File: config.mk
export PLATFORM = sky130hd
export DESIGN_NAME = apb_reg_ctrl
export DESIGN_NICKNAME = d
export VERILOG_FILES = /design/src/rtl/apb_ctrl_pkg.sv /design/src/rtl/apb_reg_ctrl.sv
export SDC_FILE = /design/constraint.sdc
export NUM_CORES = 1
export LEC_CHECK = 0
export CAP_MARGIN = 25
export CORE_UTILIZATION = 24
export DETAILED_ROUTE_END_ITERATION = 6
export PLACE_DENSITY = 0.66
export REMOVE_ABC_BUFFERS = 1
export SKIP_CTS_REPAIR_TIMING = 1
export SYNTH_ARGS = -nofsm -noshare
export SYNTH_HDL_FRONTEND = slang
export SYNTH_SLANG_ARGS = --single-unit
File: constraint.sdc
create_clock -name pclk -period 1.57 [get_ports pclk]
set_clock_uncertainty 0.2 [all_clocks]
set_input_delay 0.314 -clock pclk [delete_from_list [all_inputs] [get_ports pclk]]
set_output_delay 0.314 -clock pclk [all_outputs]
set_load 0.1 [all_outputs]
File: src/rtl/apb_ctrl_pkg.sv
// Shared types and constants for the APB register-bank controller.
package apb_ctrl_pkg;

  typedef enum logic [1:0] {
    IDLE  = 2'd0,
    WAIT  = 2'd1,
    ISSUE = 2'd2,
    RESP  = 2'd3
  } state_e;

  localparam int unsigned WAIT_CNT_W    = 4;
  localparam int unsigned PROT_PRIV_BIT = 0;

endpackage

File: src/rtl/apb_reg_ctrl.sv
// APB4 slave controller: sequences one rd/wr strobe into a register bank per transfer,
// with programmable wait states and protocol/privilege pre-checks.
module apb_reg_ctrl
  import apb_ctrl_pkg::*;
#(
  parameter int unsigned ADDR_WIDTH  = 12,
  parameter int unsigned DATA_WIDTH  = 32,
  parameter int unsigned WAIT_CYCLES = 0,
  parameter int unsigned PRIV_ONLY   = 0
) (
  input  logic                    pclk,
  input  logic                    rstn,
  input  logic                    psel,
  input  logic                    penable,
  input  logic                    pwrite,
  input  logic [ADDR_WIDTH-1:0]   paddr,
  input  logic [DATA_WIDTH-1:0]   pwdata,
  input  logic [DATA_WIDTH/8-1:0] pstrb,
  input  logic [2:0]              pprot,
  output logic [DATA_WIDTH-1:0]   prdata,
  output logic                    pready,
  output logic                    pslverr,
  output logic [ADDR_WIDTH-1:0]   reg_addr,
  output logic                    reg_rd,
  output logic                    reg_wr,
  output logic [DATA_WIDTH/8-1:0] reg_strb,
  output logic [DATA_WIDTH-1:0]   reg_wdata,
  input  logic [DATA_WIDTH-1:0]   reg_rdata,
  input  logic                    reg_err
);

  localparam logic [WAIT_CNT_W-1:0] CntInit = WAIT_CNT_W'(WAIT_CYCLES);
  localparam logic [WAIT_CNT_W-1:0] CntOne  = WAIT_CNT_W'(1);

  state_e                state;
  logic [WAIT_CNT_W-1:0] cnt;
  logic                  write_q;
  logic                  fail_q;
  logic                  setup_fail;
  logic                  unused_prot;

  // Reads must not carry byte strobes; privileged-only mode rejects unprivileged accesses.
  assign setup_fail  = (!pwrite && (|pstrb)) ||
                       ((PRIV_ONLY != 0) && !pprot[PROT_PRIV_BIT]);
  assign unused_prot = ^pprot[2:1];

  always_ff @(posedge pclk) begin
    if (!rstn) begin
      state     <= IDLE;
      cnt       <= '0;
      write_q   <= 1'b0;
      fail_q    <= 1'b0;
      prdata    <= '0;
      pready    <= 1'b0;
      pslverr   <= 1'b0;
      reg_addr  <= '0;
      reg_rd    <= 1'b0;
      reg_wr    <= 1'b0;
      reg_strb  <= '0;
      reg_wdata <= '0;
    end else begin
      reg_rd <= 1'b0;
      reg_wr <= 1'b0;
      unique case (state)
        IDLE: begin
          if (psel && !penable) begin
            reg_addr  <= paddr;
            reg_wdata <= pwdata;
            reg_strb  <= pstrb;
            write_q   <= pwrite;
            fail_q    <= setup_fail;
            if (WAIT_CYCLES > 0) begin
              cnt   <= CntInit;
              state <= WAIT;
            end else begin
              reg_wr <= pwrite && !setup_fail;
              reg_rd <= !pwrite && !setup_fail;
              state  <= ISSUE;
            end
          end
        end
        WAIT: begin
          if (!psel) begin
            state <= IDLE;
          end else begin
            cnt <= cnt - CntOne;
            if (cnt == CntOne) begin
              reg_wr <= write_q && !fail_q;
              reg_rd <= !write_q && !fail_q;
              state  <= ISSUE;
            end
          end
        end
        ISSUE: begin
          if (!psel) begin
            state <= IDLE;
          end else begin
            pready  <= 1'b1;
            pslverr <= fail_q || reg_err;
            prdata  <= (!write_q && !fail_q && !reg_err) ? reg_rdata : '0;
            state   <= RESP;
          end
        end
        RESP: begin
          if (!psel || penable) begin
            pready  <= 1'b0;
            pslverr <= 1'b0;
            prdata  <= '0;
            state   <= IDLE;
          end
        end
        default: state <= IDLE;
      endcase
    end
  end

endmodule

==> results.md <==
- Status: complete, but fails checks
- Failing checks: setup timing
- Share of post-route cells with drive strength above 1: 0.381
- Mean Syn Cell Area: about 9.0 um^2
- Antenna cells: 0
- CP Cell Sequence: inv_2 > ha_4 > or3b_4 > or4_4 > a21oi_2
- Placement Rows: between 40 and 50
- Unrepaired setup endpoints after global routing: yes
- Maximum vdd drop: 0.00111 V
- Post-synth top area share: 0.562
- CTS tree: built
- Routed vias: about 3,500
- DRC: 0
- FMAX: ~0.56 GHz
- GRT Residual Overflow: 0
- Hold Crit Class: in2reg
- Die H: 119 um
- Final Wtd Congestion: 0.748
- P per Cell Area: roughly 900 nW/um^2
- Die ar.: 14,100 um^2
- Mapped Area: 3280 um^2
- Final hold vios: 0
- Initial antenna violation count: 0
- Clock Pin Slew Worst Setup and Hold Paths: 70 ps
- Setup TNS: -4550 ps
- CP required: between 1500 and 2000 ps
- CP Max Fanout: 3
- Final-report setup violation count: between 50 and 60
- Slowest-stage cell, CP: or4_4
- DR WL/cell: around 17 um
- I/O Pins: about 170
- Synthesized instance count: around 370
- CP endpoint kind: flip-flop
- Pin count of the biggest net entering global routing: about 50
- Nets: ~660
- Synth area leader: dfxtp_1
- Synth area leaders: dfxtp_1 56%, nand2_1 13%, a21oi_1 8.3%
- Commonest non-fill, non-tap cells in the layout: 90 x buf_12, 88 x dfxtp_1, 85 x nand2_1
- Initial cell density of the core: 0.246
- H-tree Lvls: 3
- Crit-path max cell delay: approximately 490 ps
- Commonest non-fill, non-tap cell in the layout: buf_12
- Fin crit share: 1.14
- Port Buf Inserts: 169
- Crit path DAT: between 1500 and 2000 ps
- Critical Setup Path Class: reg2reg
- Post-DR vias/cell: about 4.6
- Leakage: 2.82 nW
- Post-synthesis cell type count: 35
- CTS Buf Count: 9
- Startpoint types: flip-flop
- Worst slew pin tran: approximately 280 ps
- Post-DP HPWL: 7.46 mm
- Pre-antenna DRT Iters: 5
- Final setup margin: -222 ps
- GRT Overall Usage: 0.148
- Max-slew violation count: 0
- DRT antenna net count: 0
- Total Routed Length: roughly 13 mm
- Skew-Pair Late Insertion Delay: 350 ps
- Initial DRC count: approximately 120
- YS warnings: 0
- First-pass GRT wire length: 16.1 mm
- Clock Root Buffer: clkbuf_16
- Clock buffer depth: 2
- Max_cap viols: 0
- Fin crit period: roughly 1800 ps
- Clock Sink Count: slightly above 90
- Yosys reg bits: 92
- Synth-to-Final Area Change: 121%
- Dpl cells: 711
- Slew headroom: 0.813
- Core ar.: 13,300 um^2
- Fin cells: between 700 and 800
- Finished Core Util: 0.545
- Chip Width: 119 um
- Sequential area share after synthesis: 0.562
- Number of global-route vias before repair: around 3,300
## routing by layer
| layer | GRT usage | wire length, um | vias to the layer above |
|---|---|---|---|
| met2 | 0.243 | 6430 | 153 |
| met3 | 0.0694 | 1050 | 11 |
| li1 | - | - | 1658 |
| met4 | 0.0633 | 164 | 0 |
| met1 | 0.162 | 4900 | 1631 |
| met5 | 0 | 0 | - |
## kinds of logic (layout without fill, tap and decap cells)
kind of cell,after synthesis,after routing,synth area share
xor+xnor,2,2,0.00535
fa+ha+maj,2,2,0.00764
flops,92,92,0.562
mux,7,7,0.0214
simple gates,143,144,0.191
buf+inv,31,243,0.0416
compound gates,88,88,0.171
## where the power goes
part | switching [mW] | total (mW) | internal, mW
sequential | 0.106 | 2.53 | 2.42
combinational | 0.934 | 1.68 | 0.747
clock | 0.928 | 2.41 | 1.48
## through the flow
step | worst slack, ps | hold WS, ps | power, mW | cell area (um^2)
final | -222 | 246 | 6.62 | 7240
after global routing | -263 | 293 | 6.85 | 7240
after CTS | -371 | 293 | 6.43 | 6510
after detailed placement | -747 | 284 | 4.01 | 6180
after global placement | -710 | 270 | 3.99 | 6180
after floorplan | -1570 | 232 | 3.28 | 3150
## worst max-delay path, delay by kind of cell, from the launching register on
kind | cells | cell delay [ps]
and+or+nand+nor | 2 | 880
DFF | 1 | 330
adders and majority gates | 1 | 120
AOI/OAI and AO/OA | 1 | 120
buffers and inverters | 1 | 80
## cell type report
type,instances,area (um^2)
Tap cell,176,220
Timing Repair Buffer,223,3220
Sequential cell,92,1850
Fill cell,1108,6050
Clock inverter,5,81.3
Clock buffer,11,253
Inverter,4,15.0
Multi-Input combinational cell,243,1610
## flip-flops by register name (all words and copies together) (netlist names)
| register | count |
|---|---|
| reg_strb | 4 |
| state | 2 |
| cnt | 4 |
| reg_addr | 12 |
| reg_wdata | 32 |
| pready | 1 |
| pslverr | 1 |
| write_q | 1 |
| reg_rd | 1 |
| fail_q | 1 |
| prdata | 32 |
| reg_wr | 1 |
## final timing paths
check                            startpoint          end  slack (ps)  depth (start not counted)
worst min register to register  reg_addr[7]  reg_addr[7]         290                          2
worst max-delay path                 cnt[1]       reg_wr        -220                          5
worst min-delay path                   rstn       cnt[3]         250                          4
worst max register to register       cnt[1]       reg_wr        -220                          5
## Yosys cell counts, drive strengths merged
library cell	instances
nand2	111
nor4	1
a2111o	1
and3b	1
xnor2	1
clkbuf	15
o31ai	1
mux2i	7
a22o	26
o2bb2ai	1
nand4b	2
o21ai	1
nand2b	3
or2	1
or3	1
a21boi	2
nor2b	2
inv	4
dfxtp	92
ha	2
nand3b	2
nand4	1
nor4b	1
a21oi	54
buf	12
nor2	5
or3b	1
o21a	2
or4b	1
nor3	1
xor2	1
nand3	6
or4	3
Note: power is estimated with default switching activity, not from simulation.
